[src/rtl/pc_seq_unit.sv]
// pc_seq_unit: registered program counter with fetch handshake,
// trap redirect, halt/resume, misalign detection and retire counter.
module pc_seq_unit #(
    parameter int unsigned PC_WIDTH = 32,
    parameter logic [PC_WIDTH-1:0] RESET_PC = '0,
    parameter int unsigned ALIGN_BITS = 2,
    parameter int unsigned INSTRET_WIDTH = 64
) (
    input  logic                     clk_i,
    input  logic                     rst_i,
    output logic                     fetch_valid_o,
    input  logic                     fetch_ready_i,
    output logic [PC_WIDTH-1:0]      pc_o,
    input  logic                     exec_valid_i,
    input  logic                     stall_i,
    input  logic                     jal_i,
    input  logic                     jalr_i,
    input  logic                     branch_i,
    input  logic                     branch_jump_i,
    input  logic [PC_WIDTH-1:0]      imm_i,
    input  logic [PC_WIDTH-1:0]      jalr_rs1_rdata_i,
    input  logic                     trap_i,
    input  logic [PC_WIDTH-1:0]      trap_vec_i,
    input  logic                     halt_i,
    input  logic                     resume_i,
    output logic                     redirect_o,
    output logic                     misalign_o,
    output logic [PC_WIDTH-1:0]      misalign_addr_o,
    output logic [INSTRET_WIDTH-1:0] instret_o
);

    typedef enum logic [1:0] {
        IDLE = 2'd0,
        RUN  = 2'd1,
        HALT = 2'd2
    } state_t;

    localparam logic [PC_WIDTH-1:0] ALIGN_MASK =
        ~PC_WIDTH'((1 << ALIGN_BITS) - 1);

    state_t                   state_q, state_d;
    logic                     boot_q;
    logic                     fetch_valid_q, fetch_valid_d;
    logic [PC_WIDTH-1:0]      pc_q, pc_d;
    logic                     redirect_q, redirect_d;
    logic                     misalign_q, misalign_d;
    logic [PC_WIDTH-1:0]      maddr_q, maddr_d;
    logic [INSTRET_WIDTH-1:0] instret_q, instret_d;

    logic                     trap_take;
    logic                     retire;
    logic                     jump_taken;
    logic                     misaligned;
    logic                     ret_mis;
    logic                     ret_jmp;
    logic                     ret_seq;
    logic [PC_WIDTH-1:0]      seq_pc;
    logic [PC_WIDTH-1:0]      br_tgt;
    logic [PC_WIDTH-1:0]      jalr_sum;
    logic [PC_WIDTH-1:0]      tgt;

    // PC only moves on retire or trap, so a stalled fetch needs no gating.
    logic unused_fetch_ready;
    assign unused_fetch_ready = fetch_ready_i;

    assign trap_take  = trap_i && (state_q != IDLE);
    assign retire     = (state_q == RUN) && exec_valid_i
                        && !stall_i && !trap_take;
    assign jump_taken = jal_i | jalr_i | (branch_i & branch_jump_i);

    assign seq_pc   = pc_q + PC_WIDTH'(4);
    assign br_tgt   = pc_q + imm_i;
    assign jalr_sum = jalr_rs1_rdata_i + imm_i;

    // Select jump target: jalr is register-relative with bit 0 cleared.
    always_comb begin
        tgt = br_tgt;
        if (jalr_i) begin
            tgt = {jalr_sum[PC_WIDTH-1:1], 1'b0};
        end
    end

    assign misaligned = jump_taken && (tgt[ALIGN_BITS-1:0] != '0);
    assign ret_mis    = retire && misaligned;
    assign ret_jmp    = retire && jump_taken && !misaligned;
    assign ret_seq    = retire && !jump_taken;

    // Next-state logic; IDLE dwells until the boot flag is set so
    // fetch starts on the second edge after reset release.
    always_comb begin
        state_d = state_q;
        unique case (state_q)
            IDLE: begin
                if (boot_q) begin
                    state_d = halt_i ? HALT : RUN;
                end
            end
            RUN: begin
                if (!trap_take && halt_i) begin
                    state_d = HALT;
                end
            end
            HALT: begin
                if (trap_take || resume_i) begin
                    state_d = RUN;
                end
            end
            default: state_d = IDLE;
        endcase
        fetch_valid_d = (state_d == RUN);
    end

    // Datapath update: trap, misaligned jump, jump, or sequential retire.
    always_comb begin
        pc_d       = pc_q;
        redirect_d = 1'b0;
        misalign_d = 1'b0;
        maddr_d    = maddr_q;
        instret_d  = instret_q;
        unique case (1'b1)
            trap_take: begin
                pc_d       = trap_vec_i & ALIGN_MASK;
                redirect_d = 1'b1;
            end
            ret_mis: begin
                misalign_d = 1'b1;
                maddr_d    = tgt;
            end
            ret_jmp: begin
                pc_d       = tgt;
                redirect_d = 1'b1;
                instret_d  = instret_q + INSTRET_WIDTH'(1);
            end
            ret_seq: begin
                pc_d      = seq_pc;
                instret_d = instret_q + INSTRET_WIDTH'(1);
            end
            default: ;
        endcase
    end

    // State and datapath registers.
    always_ff @(posedge clk_i or posedge rst_i) begin
        if (rst_i) begin
            state_q       <= IDLE;
            boot_q        <= 1'b0;
            fetch_valid_q <= 1'b0;
            pc_q          <= RESET_PC;
            redirect_q    <= 1'b0;
            misalign_q    <= 1'b0;
            maddr_q       <= '0;
            instret_q     <= '0;
        end else begin
            state_q       <= state_d;
            boot_q        <= 1'b1;
            fetch_valid_q <= fetch_valid_d;
            pc_q          <= pc_d;
            redirect_q    <= redirect_d;
            misalign_q    <= misalign_d;
            maddr_q       <= maddr_d;
            instret_q     <= instret_d;
        end
    end

    assign fetch_valid_o   = fetch_valid_q;
    assign pc_o            = pc_q;
    assign redirect_o      = redirect_q;
    assign misalign_o      = misalign_q;
    assign misalign_addr_o = maddr_q;
    assign instret_o       = instret_q;

endmodule

[config.mk]
export PLATFORM = sky130hd
export DESIGN_NAME = pc_seq_unit
export DESIGN_NICKNAME = d
export VERILOG_FILES = /design/src/rtl/pc_seq_unit.sv
export SDC_FILE = /design/constraint.sdc
export NUM_CORES = 1
export LEC_CHECK = 0
export BUFFER_PORTS_ARGS = -buffer_cell sky130_fd_sc_hd__buf_4
export CORE_MARGIN = 5
export CORE_UTILIZATION = 55
export CTS_BUF_LIST = sky130_fd_sc_hd__clkbuf_16
export DETAILED_ROUTE_END_ITERATION = 10
export PLACE_DENSITY = 0.81
export SYNTH_ARGS = -nofsm -noshare
export SYNTH_HDL_FRONTEND = slang
export SYNTH_SLANG_ARGS = --single-unit
[constraint.sdc]
create_clock -name clk_i -period 12 [get_ports clk_i]
set_input_delay 3.6 -clock clk_i [delete_from_list [all_inputs] [get_ports clk_i]]
set_output_delay 3.6 -clock clk_i [all_outputs]
set_load 0.01 [all_outputs]
Yosys cells after proc, flatten, opt, wreduce, memory -nomap -nowiden
Cells that the tools add are included.
- add/subtract/negate cells: 4
- equal/unequal tests: 3
- muxes and demuxes: 9
- bitwise operators: 3
- reductions and logical operators: 21
- operators with widths (kind ; number):
    32-bit case mux with 3 select lines ; 1
    32-bit adder ; 2
    64-bit by 1-bit adder with 64-bit output (second input constant) ; 1
    32-bit by 3-bit adder with 32-bit output (second input constant) ; 1
    32-bit two-way mux ; 1
    1-bit logical AND ; 10
    2-bit two-way mux ; 4
    2-bit case mux with 3 select lines ; 1
    2-bit by 1-bit == test with 1-bit output (second input constant) ; 2
    1-bit zero test ; 4
    2-bit nonzero test ; 2
    2-bit OR reduction ; 2
    3-bit nonzero test ; 1
    2-bit == test (second input constant) ; 1
    2-bit zero test ; 1
    1-bit two-way mux ; 2
    1-bit OR ; 2
    1-bit AND ; 1
    1-bit logical OR ; 1
- register bits: 134
- bits of input ports: 108
- output and inout bits: 131
- logic and storage cells: 48

Logic depth before layout (Yosys ltp)
Gate-level depths: netlist of run 1.
- depth after elaboration: 8
- gate-level depth with buffers: 13
- mapped depth without buffers: 11

Worst setup path after synthesis of run 1
No wires, ideal clock.
- path type: input to register
- start point: input imm_i[0]
- end point: register maddr_q[28] (netlist: misalign_addr_o[28])
- data arrival time: 5.987 ns
- required time: 11.875 ns
- path slack: 5.888 ns
- stages on the path: 11
- cell sequence: and2_1 > fa_1 > a21o_1 > a311o_1 > nand3_2 > o21ai_2 > o31a_1 > a221oi_2 > xor2_1 > a21oi_1 > mux2_2
- cells in the longest elaborated chain, start to end: 5
- RTL lines (what ; line ; RTL):
    from (decl) ; 20 ; input logic [PC_WIDTH-1:0] imm_i,
    32-bit adder, on equally long branches ; 72, 73 ;
    32-bit two-way mux (*) ; 78 ; if (jalr_i) begin
    2-bit nonzero test ; 83 ; assign misaligned = jump_taken && (tgt[ALIGN_BITS-1:0] != '0);
    1-bit logical AND ; 83 ;
    1-bit logical AND ; 84 ; assign ret_mis = retire && misaligned;
    to (signal assigned) ; 160 ; maddr_q <= maddr_d;
    to (decl) ; 47 ; logic [PC_WIDTH-1:0] maddr_q, maddr_d;
Mark *: on every way between the ends. The rest lies on a longest branch, timed or not.
A chain may end at the register's enable or synchronous reset.

Worst setup path in the final report of run 1
- start point: input imm_i[0]
- end point: register instret_q[60] (netlist: instret_o[60])
- cells in the longest elaborated chain, start to end: 7
- RTL lines (what ; line ; RTL):
    32-bit adder, on equally long branches ; 72, 73 ;
    32-bit two-way mux (*) ; 78 ;
    2-bit nonzero test (*) ; 83 ;
    1-bit logical AND (*) ; 83 ;
    1-bit zero test (*) ; 85 ; assign ret_jmp = retire && jump_taken && !misaligned;
    1-bit logical AND (*) ; 85 ;
    2-bit OR reduction (no source line) (*) ; n/a ;
    to (signal assigned) ; 161 ; instret_q <= instret_d;
    to (decl) ; 48 ; logic [INSTRET_WIDTH-1:0] instret_q, instret_d;
Marked as above.

==> results.ini, run 1 <==
[status]
outcome = finished clean

[timing]
setup_tns_ns = 0
final-hold-violation-count = 0
slew_headroom_pct = 25.6
rsz0062_at_grt = no
worst_clock_skew_ns = 0.0142
setup_slack_ns = 5.81
max_freq_mhz = 161
finalCritPeriodShare_pct = 51.6
worst_slew_pin_slew_ns = 1.12
setup_viol = 0
drv_slew = 0
fin_crit_ns = 6.19

[cells_and_area]
stdcell_count = 1625
seq_area_um2 = 3350
diodes = 0
multi_input_area_um2 = 6440
area_delta_synth_final_pct = 24.7
fin_nets = 1556
drive_gt1_share_pct = 21.5
fillCellCount = 1468
finalInstanceArea_um2 = 12600

[routing]
routed_wl_um = 30800
drt-vias-per-instance = 6.18
vias = 10000
drt_iter0_drc = 824
wl_per_cell_um = 19.0
first_pass_iters = 7
antenna_left = 0
drc = 0

[yosys]
synth_xor_area_share_pct = 11.0
synth-compound-area-share_pct = 24.3
yosys.area_share.simple_pct = 18.7
synth_top_area_share_pct = 33.2
synth.largest_area_cell = dfrtp_1
synth_top_family_by_area = compound AO/OA/AOI/OAI gates
synth-main-ff-cell = dfrtp_1
synth_common_cells = dfrtp_1 (134), nand2_1 (121), xnor2_1 (90)
syn_nets = 1348
yosys-top-cells-area = dfrtp_1 (33%), ha_1 (7.8%), xnor2_1 (7.8%), nand2_1 (4.5%), o21ai_0 (4.3%)
ys_ff_latch = 134
async_reset_ff_share_pct = 100
yosys_warnings = 0
ys_seq_area_share_pct = 33.2
yosys.cell_types.count = 86
synth_edf_count = 0
syn_avg_cell_area_um2 = 8.60
synth.most_common_cell = dfrtp_1
synth_fa_ha_area_share_pct = 8.20
syn-instance-count = 1175
synthMuxAreaShare_pct = 1.42
syn-cell-area_um2 = 10100

[clocking]
cts.htree.levels = 4
cts_sinks = 134
cts_buffers = 17
root_buffer = clkbuf_16
hold_buffers = 0
post_cts_buffers = 0
cts.reportedPaths.clkPinSlew_ns = 0.06
max-clock-path-buffers = 2
ctsResizeCount = 0
tritoncts = built
clkLatencyLatePin_ns = 0.42

[grt]
grt_pass1_vias = 9628
track_usage_pct = 28.1
grt_overflow = 0
grt_max_degree = 75
grt_pass1_wl_um = 49100
antenna_found_initial = 0

[critical_path]
reg2reg_to = instret_o[60]
critPathRequiredTime_ns = 12.30
cp-end-kind = register
cp_slowest_cell = fa_1
r2r_slack_ns = 8.68
start_kind = input port
cpMostUsedCell = and4_1
cp_max_fo = 10
cp.arrival_ns = 6.49
rr_startpoint = pc_o[0]
worst-setup-path-type = in2reg
max_stage_delay_ns = 0.50
crit_chain = buf_4 > ha_1 > fa_1 > nor2_1 > o21ai_1 > a21oi_4 > and4_1 > and4_1 > nand2_2 > nor2_2 > nand4_1 > xnor2_1
reg2reg_depth = 11

[hold_path]
min_to = misalign_addr_o[24]
hp-class = reg2reg
hp-start = misalign_addr_o[24]
whs_path_depth = 2

[pwr]
power_density_nw_per_um2 = 193
power_leakage_nw = 5.85
p_total_mw = 2.44
ir_worst_vdd_v = 0.000119

[placed_design]
place_area_um2 = 12000
numPortBuffers = 235
placedCellCount = 1593
dp_slack_ns = 5.44
dpl.hpwl_um = 23900
gp_congestion = 0.939

[die]
die_y_um = 146
coreArea_um2 = 18000
fp-row-count = 49
die_area_um2 = 21200
die_x_um = 146
start_util_pct = 56.0
io_pins = 239

[flow_run]
max-cap-violations = 0

==> cells by family after synthesis <==
family,after synthesis
adders and majority gates,65
muxes,14
DFF,134
other,1
AOI/OAI and AO/OA,369
buffers and inverters,79
xor gates and xnor gates,127
and+or+nand+nor,386
==> placed cells by master, fill, tap and decap left out, drive strengths merged, types with 16 or more instances in the layout <==
cell      n
xor2     37
nand2   122
a31oi    16
nand4    29
inv      30
clkbuf   17
o21a     23
xnor2    90
nor3     23
a21o     39
nand3    56
a21oi    72
nor2     85
o21ai   104
a211oi   16
dfrtp   134
buf     240
ha       63
==> stage by stage <==
stage          hold slack, ns  util (%)
6_report                0.477      69.9
5_1_grt                 0.500      69.9
4_1_cts                 0.481      69.9
3_5_place_dp            0.467      66.5
3_3_place_gp            0.462      66.5
2_1_floorplan           0.507         -
==> power by group <==
group / switching [mW] / leakage (nW) / internal, mW
Sequential: 0.152 / 1.74 / 0.557
Combinational: 0.670 / 3.82 / 0.530
Clock: 0.199 / 0.293 / 0.328
Total: 1.02 / 5.85 / 1.42
==> worst max-delay path by stage <==
stage	startpoint	to	slack, ns	cells after the start
floorplan	rst_i	boot_q	4.82	1
global placement	imm_i[0]	instret_o[59]	5.46	11
detailed placement	imm_i[0]	instret_o[45]	5.44	11
CTS	imm_i[0]	instret_o[45]	5.85	11
global route	imm_i[0]	instret_o[53]	5.64	11
finish	imm_i[0]	instret_o[60]	5.81	12
==> area by class of cell <==
cell class | instances | share of cell area, %
clock buffer | 17 | 3.38
clock inverter | 15 | 1.44
multi-input combinational | 962 | 51.1
inverter | 28 | 0.874
sequential | 134 | 26.6
tap | 229 | 2.27
timing repair buffer | 240 | 14.3
==> sequential cells by signal (all words and copies together), names as in the netlist <==
signal and count:
boot_q 1, fetch_valid_o 1, instret_o 64, misalign_addr_o 32, misalign_o 1, pc_o 32
redirect_o 1, state_q 2
==> metal layers <==
layer | up-vias | part of all wire, % | track usage (%) | wire, um
met5 | - | 0 | 0 | 0
met4 | 0 | 2.8 | 9.14 | 873
met3 | 72 | 9.3 | 4.70 | 2870
met2 | 525 | 45 | 44.3 | 13900
met1 | 4686 | 43 | 39.5 | 13100
li1 | 4766 | - | - | -
==> critical path: cells and delay by family <==
family | cells | cell delay (ns)
buf+inv | 1 | 0.12
fa+ha+maj | 2 | 0.71
compound gates | 2 | 0.57
simple gates | 6 | 1.36
xor+xnor | 1 | 0.14
Note: power is estimated with default switching activity, not from simulation.
==> run 2: changes to the inputs <==
--- a/config.mk
+++ b/config.mk
@@ -7,10 +7,10 @@
 export LEC_CHECK = 0
 export BUFFER_PORTS_ARGS = -buffer_cell sky130_fd_sc_hd__buf_4
 export CORE_MARGIN = 5
-export CORE_UTILIZATION = 55
+export CORE_UTILIZATION = 50
 export CTS_BUF_LIST = sky130_fd_sc_hd__clkbuf_16
 export DETAILED_ROUTE_END_ITERATION = 10
-export PLACE_DENSITY = 0.81
+export PLACE_DENSITY = 0.78
 export SYNTH_ARGS = -nofsm -noshare
 export SYNTH_HDL_FRONTEND = slang
 export SYNTH_SLANG_ARGS = --single-unit
==> constraint.sdc (replaced) <==
create_clock -name clk_i -period 5.36 [get_ports clk_i]
set_input_delay 1.608 -clock clk_i [delete_from_list [all_inputs] [get_ports clk_i]]
set_output_delay 1.608 -clock clk_i [all_outputs]
set_load 0.01 [all_outputs]
==> run 2 against run 1 <==
Effect of this change:
- clock skew increased by 0.00073 ns
- final area is 1.1% higher
- power grew 130%
- critical path type unchanged
- count of clock-buffer cells in the layout is the same
- sequential power up 130%
==> results.ini, run 2 (synthesis results as in run 1) <==
[grt]
grt_overflow = 0  ; unchanged
grt_pass1_vias = 9650  ; +0.23%
grt_pass1_wl_um = 49700  ; +1.2%
track_usage_pct = 25.9  ; -2.1 points
antenna_found_initial = 1  ; +1
grt_max_degree = 113  ; +51%

[timing]
setup_tns_ns = 0  ; unchanged
slew_headroom_pct = 27.8  ; +2.2 points
drv_slew = 0  ; unchanged
rsz0062_at_grt = no
max_freq_mhz = 236
final-hold-violation-count = 0  ; unchanged
worst_slew_pin_slew_ns = 1.08  ; -0.0351 ns
setup_viol = 0  ; unchanged
fin_crit_ns = 4.24
setup_slack_ns = 1.12  ; -4.68 ns
worst_clock_skew_ns = 0.0149  ; +0.000734 ns
finalCritPeriodShare_pct = 79.1

[routing]
routed_wl_um = 30900  ; +0.44%
vias = 9948  ; -1.0%
antenna_left = 0  ; unchanged
drc = 0  ; unchanged
first_pass_iters = 5  ; -2
wl_per_cell_um = 18.5  ; -2.3%
drt-vias-per-instance = 5.95  ; -3.7%
drt_iter0_drc = 807  ; -2.1%

[die]
coreArea_um2 = 20000  ; +11%
die_y_um = 152  ; +4.5%
start_util_pct = 50.4  ; -5.6 points
fp-row-count = 52  ; +6.1%
die_area_um2 = 23100  ; +9.3%
io_pins = 239  ; unchanged
die_x_um = 152  ; +4.5%

[critical_path]
crit_chain = buf_4 > ha_1 > fa_1 > nor2_1 > o21ai_1 > a211oi_2 > and2_1 > nand2_1 > nor3_2 > nand4_1 > xnor2_1
worstSetupEndpoint = instret_o[59]
cp-end-kind = register
cp_slowest_cell = fa_1
critPathRequiredTime_ns = 5.64  ; -6.66 ns
start_kind = input port
cp.arrival_ns = 4.51  ; -1.98 ns
reg2reg_to = instret_o[59]
rr_startpoint = pc_o[0]
crit_start = imm_i[0]
cp_max_fo = 7  ; -3
worst-setup-path-type = in2reg
reg2reg_depth = 10  ; -1
r2r_slack_ns = 2.01  ; -6.67 ns
max_stage_delay_ns = 0.49  ; about the same

[cells_and_area]
layout_commonest_cell = buf_4
area_delta_synth_final_pct = 26.0
stdcell_count = 1671  ; +2.8%
layout_common_cells = buf_4 (245), dfrtp_1 (134), nand2_1 (121)
fin_nets = 1561  ; +0.32%
largest_reg_flops = 64  ; unchanged
fillCellCount = 1737  ; +18%
drive_gt1_share_pct = 21.8  ; +0.30 points

[placed_design]
dp_slack_ns = 0.729  ; -4.71 ns
gp_congestion = 0.912  ; -2.9%
numPortBuffers = 235  ; unchanged
placedCellCount = 1639  ; +2.9%
dpl.hpwl_um = 24200  ; +1.5%

[clocking]
post_cts_buffers = 0  ; unchanged
hold_buffers = 0  ; unchanged
cts.reportedPaths.clkPinSlew_ns = 0.06  ; about the same
ctsResizeCount = 0  ; unchanged
cts_sinks = 134  ; unchanged
cts_buffers = 17  ; unchanged
tritoncts = built
clkLatencyLatePin_ns = 0.41  ; about the same
cts.htree.levels = 4  ; unchanged
max-clock-path-buffers = 2  ; unchanged
root_buffer = clkbuf_16

[status]
outcome = finished clean

[pwr]
internal-power_mw = 3.27  ; +130%
ir_worst_vdd_v = 0.000240  ; +100%
clockPowerShare_pct = 23.1  ; +1.5 points
p_switching_mw = 2.29  ; +120%
p_comb_share_pct = 48.1  ; -1.2 points
power_density_nw_per_um2 = 436  ; +130%
seqPwrFrac_pct = 28.8  ; -0.3 points
power_leakage_nw = 5.89  ; +0.71%
p_sw_share_pct = 41.2  ; -0.74 points

[flow_run]
max-cap-violations = 0  ; unchanged

[hold_path]
hp-class = reg2reg

[run 2: worst min path at each step]
stage	startpoint	end	slack [ns]	cells after the start
after floorplan	instret_o[63]	instret_o[63]	0.51	1
after global placement	misalign_addr_o[20]	misalign_addr_o[20]	0.46	2
after detailed placement	misalign_addr_o[27]	misalign_addr_o[27]	0.47	1
after CTS	misalign_addr_o[27]	misalign_addr_o[27]	0.48	1
after global routing	misalign_addr_o[22]	misalign_addr_o[22]	0.51	2
final	misalign_addr_o[27]	misalign_addr_o[27]	0.48	1
[run 2: stage by stage]
step                total power [mW]  cell area (um^2)  hold slack (ns)  util [%]
floorplan                       3.25             10100            0.507         -
global placement                4.18             12100            0.464      60.3
detailed placement              4.23             12100            0.470      60.3
CTS                             5.53             12700            0.483      63.5
global route                    5.91             12700            0.506      63.5
finish                          5.55             12700            0.477      63.5
[run 2: layout make-up]
class | instances | area [um^2] | share of cell area (%)
Multi-Input combinational cell | 962 | 6440 | 50.6
Sequential cell | 134 | 3350 | 26.3
Timing Repair Buffer | 245 | 1840 | 14.4
Clock buffer | 17 | 425 | 3.34
Tap cell | 270 | 338 | 2.65
Clock inverter | 14 | 223 | 1.75
Inverter | 28 | 110 | 0.865
Antenna cell | 1 | 2.50 | 0.0197
[run 2: per-layer routing]
| metal | GRT usage [%] | share of wire, % | vias to the layer above |
|---|---|---|---|
| li1 | - | - | 4766 |
| met1 | 36.6 | 44 | 4697 |
| met2 | 41.2 | 45 | 440 |
| met3 | 4.15 | 8.2 | 45 |
| met4 | 7.96 | 2.7 | 0 |
| met5 | 0 | 0 | - |
[run 2: power by group through the flow]
stage          Clock [mW]  Sequential, mW  Combinational (mW)
2_1_floorplan           0            1.60                1.65
6_report             1.28            1.60                2.67
4_1_cts              1.30            1.59                2.64
5_1_grt              1.34            1.64                2.93
3_3_place_gp            0            1.60                2.58
3_5_place_dp            0            1.61                2.63
[run 2: worst max-delay path, delay by kind of cell]
family	cells	cell delay (ns)
adder cells (fa/ha/maj)	2	0.70
AND/OR/NAND/NOR	5	1.28
XOR/XNOR	1	0.17
AO/OA/AOI/OAI	2	0.64
buffers and inverters	1	0.12
==> run 3: changes to the inputs <==
--- a/config.mk
+++ b/config.mk
@@ -5,12 +5,13 @@
 export SDC_FILE = /design/constraint.sdc
 export NUM_CORES = 1
 export LEC_CHECK = 0
+export ABC_AREA = 1
 export BUFFER_PORTS_ARGS = -buffer_cell sky130_fd_sc_hd__buf_4
 export CORE_MARGIN = 5
-export CORE_UTILIZATION = 50
+export CORE_UTILIZATION = 52
 export CTS_BUF_LIST = sky130_fd_sc_hd__clkbuf_16
 export DETAILED_ROUTE_END_ITERATION = 10
-export PLACE_DENSITY = 0.78
+export PLACE_DENSITY = 0.79
 export SYNTH_ARGS = -nofsm -noshare
 export SYNTH_HDL_FRONTEND = slang
 export SYNTH_SLANG_ARGS = --single-unit
==> constraint.sdc (replaced) <==
create_clock -name clk_i -period 3.4 [get_ports clk_i]
set_input_delay 1.02 -clock clk_i [delete_from_list [all_inputs] [get_ports clk_i]]
set_output_delay 1.02 -clock clk_i [all_outputs]
set_load 0.01 [all_outputs]
==> run 3 against run 2 <==
Effect of this change:
- hold slack better by 0.0075 ns
- critical path type unchanged
- highest routed layer unchanged
- register-to-register slack worse by 1.4 ns
- synthesized area rose by 25%
- die area up 19%
- clock skew shrank 0.0033 ns
- power grew 70%
- critical path depth rose by 2
- clock power is 45% higher
- largest power group unchanged
- first-iteration DRC count grew 72%
==> results.ini, run 3 <==
[die]
die_x_um = 166  ; +9.0%
fp-row-count = 57  ; +9.6%
coreArea_um2 = 24100  ; +20%
die_area_um2 = 27500  ; +19%
start_util_pct = 52.4  ; +2.0 points
io_pins = 239  ; unchanged
die_y_um = 166  ; +9.0%

[yosys]
syn-cell-area_um2 = 12600  ; +25%
synth-main-ff-cell = dfrtp_1
yosys_warnings = 0  ; unchanged
synth_top_area_share_pct = 26.5  ; -6.7 points
syn_nets = 2277  ; +69%
ys_seq_area_share_pct = 26.5  ; -6.7 points
ys_ff_latch = 134  ; unchanged
synth_edf_count = 0  ; unchanged
synth.most_common_cell = nand2_1
async_reset_ff_share_pct = 100  ; unchanged
yosys-top-cells-area = dfrtp_1 (27%), nand2_1 (22%), inv_1 (10%), nand3_1 (7.0%), nor2_1 (6.4%)
yosys.cell_types.count = 53  ; -38%
syn_avg_cell_area_um2 = 6.01  ; -30%
synth_common_cells = nand2_1 (745), inv_1 (337), nor2_1 (214)
syn-instance-count = 2104  ; +79%
synth.largest_area_cell = dfrtp_1

[cells_and_area]
layout_commonest_cell = nand2_1
drive_gt1_share_pct = 14.0  ; -7.8 points
fin_nets = 2524  ; +62%
area_delta_synth_final_pct = 22.5
largest_reg_flops = 64  ; unchanged
diodes = 0  ; -1
layout_common_cells = nand2_1 (745), inv_1 (337), buf_4 (256)
fillCellCount = 2312  ; +33%
stdcell_count = 2687  ; +61%

[grt]
antenna_found_initial = 0  ; -1
grt_util_met1_pct = 40.9  ; +4.3 points
grt_pass1_vias = 13800  ; +43%
gr-usage-met2_pct = 56.3  ; +15 points
gr-usage-met3_pct = 3.78  ; -0.36 points
grt_max_degree = 135  ; +19%
track_usage_pct = 32.5  ; +6.6 points
grt_pass1_wl_um = 72100  ; +45%
grt_overflow = 0  ; unchanged
busiest_layer = met2

[timing]
setup_slack_ns = 0.361  ; -0.761 ns
max_freq_mhz = 329
finalCritPeriodShare_pct = 89.4
slew_headroom_pct = 50.8  ; +23 points
fin_crit_ns = 3.04
final-hold-violation-count = 0  ; unchanged
rsz0062_at_grt = no
worst_clock_skew_ns = 0.0116  ; -0.00332 ns
setup_viol = 0  ; unchanged
drv_slew = 0  ; unchanged
worst_slew_pin_slew_ns = 0.738  ; -0.343 ns

[critical_path]
cp.arrival_ns = 3.33  ; -1.18 ns
start_kind = input port
critPathRequiredTime_ns = 3.69  ; -1.95 ns
cp_max_fo = 18  ; +11
rr_startpoint = pc_o[0]
reg2reg_to = pc_o[2]
r2r_slack_ns = 0.65  ; -1.36 ns
cp-end-kind = register
worst-setup-path-type = in2reg
reg2reg_depth = 12  ; +2

[clocking]
tritoncts = built
cts_buffers = 17  ; unchanged
hold_buffers = 0  ; unchanged
root_buffer = clkbuf_16
cts.htree.levels = 4  ; unchanged
post_cts_buffers = 0  ; unchanged
cts.reportedPaths.clkPinSlew_ns = 0.06  ; about the same
max-clock-path-buffers = 2  ; unchanged
ctsResizeCount = 0  ; unchanged
clkLatencyLatePin_ns = 0.42  ; about the same
cts_sinks = 134  ; unchanged

[flow_run]
max-cap-violations = 0  ; unchanged

[routing]
wl_per_cell_um = 17.0  ; -8.3%
routed_wl_um = 45600  ; +48%
vias = 14500  ; +46%
drt-vias-per-instance = 5.39  ; -9.5%
first_pass_iters = 8  ; +3
drt_iter0_drc = 1388  ; +72%
drc = 0  ; unchanged
antenna_left = 0  ; unchanged

[hold_path]
min_to = misalign_addr_o[11]
whs_path_depth = 2  ; +1
hp-start = misalign_addr_o[11]
hp-class = reg2reg

[pwr]
power_density_nw_per_um2 = 609  ; +40%
p_total_mw = 9.42  ; +70%
ir_worst_vdd_v = 0.000351  ; +46%
power_leakage_nw = 8.58  ; +46%

[status]
outcome = finished clean

[placed_design]
dp_slack_ns = -0.0183  ; -0.748 ns
gp_congestion = 1.03  ; +12%
dpl.hpwl_um = 37800  ; +56%
placedCellCount = 2656  ; +62%
numPortBuffers = 235  ; unchanged

run 3: cell types whose count changed after synthesis, sizes merged, moves of 14 or more:
cell / previous run / this run
a21o: 39 / 5
clkbuf: 41 / 10
o21a: 23 / 2
a211oi: 16 / 1
nand3: 56 / 178
nor3: 23 / 41
and3: 15 / 1
o21ai: 104 / 79
xnor2: 90 / 35
nor2: 85 / 232
inv: 27 / 342
nand2: 122 / 750
run 3: worst max path at each step:
stage	to	slack, ns	depth (start not counted)	from
final	pc_o[2]	0.36	13	imm_i[0]
after global routing	pc_o[13]	0.27	12	imm_i[0]
after CTS	instret_o[47]	0.42	13	imm_i[0]
after detailed placement	instret_o[47]	-0.02	13	imm_i[0]
after global placement	instret_o[47]	0.02	13	imm_i[0]
after floorplan	instret_o[31]	0.53	13	imm_i[0]
run 3: area by class of cell:
class	instances	area (um^2)	share of cell area, %
Timing Repair Buffer	260	2000	12.9
Tap cell	324	405	2.62
Clock buffer	17	425	2.75
Sequential cell	134	3350	21.7
Inverter	342	1290	8.32
Clock inverter	14	161	1.04
Multi-Input combinational cell	1596	7840	50.7
run 3: cells by family after synthesis:
family                   Yosys count  synth area share [%]
flip-flops                       134                  26.5
AND/OR/NAND/NOR                 1263                  42.0
adder cells (fa/ha/maj)           65                  6.55
other                              1                0.0297
XOR/XNOR                          73                  5.06
AO/OA/AOI/OAI                    194                  8.42
buffers and inverters            374                  11.4
run 3: power by group:
group	switching [mW]	internal, mW
Combinational	3.02	1.86
Sequential	0.664	2.01
Clock	0.713	1.14
Total	4.40	5.02
run 3: per-stage QoR:
| stage | cell area, um^2 | setup TNS (ns) | hold slack, ns | utilization, % |
|---|---|---|---|---|
| after floorplan | 12600 | 0 | 0.497 | - |
| after global placement | 14900 | 0 | 0.460 | 61.8 |
| after detailed placement | 14900 | -0.0219 | 0.471 | 61.8 |
| after CTS | 15500 | 0 | 0.487 | 64.2 |
| after global routing | 15500 | 0 | 0.508 | 64.2 |
| final | 15500 | 0 | 0.485 | 64.2 |
run 3: critical path, stage by stage:
cell	delay [ns]
buf_4	0.11
ha_1	0.20
fa_1	0.41
or2_0	0.22
o21ai_2	0.09
nand2_2	0.12
nand2_2	0.11
nand2_4	0.17
nand2_1	0.19
buf_4	0.18
o21ai_0	0.12
a221oi_1	0.29
a21oi_1	0.07
run 3: metal layers:
layer	part of all wire (%)	routed length, um
met2	48	22000
met3	6.2	2840
met1	41	18700
met5	0	0
met4	4.5	2070
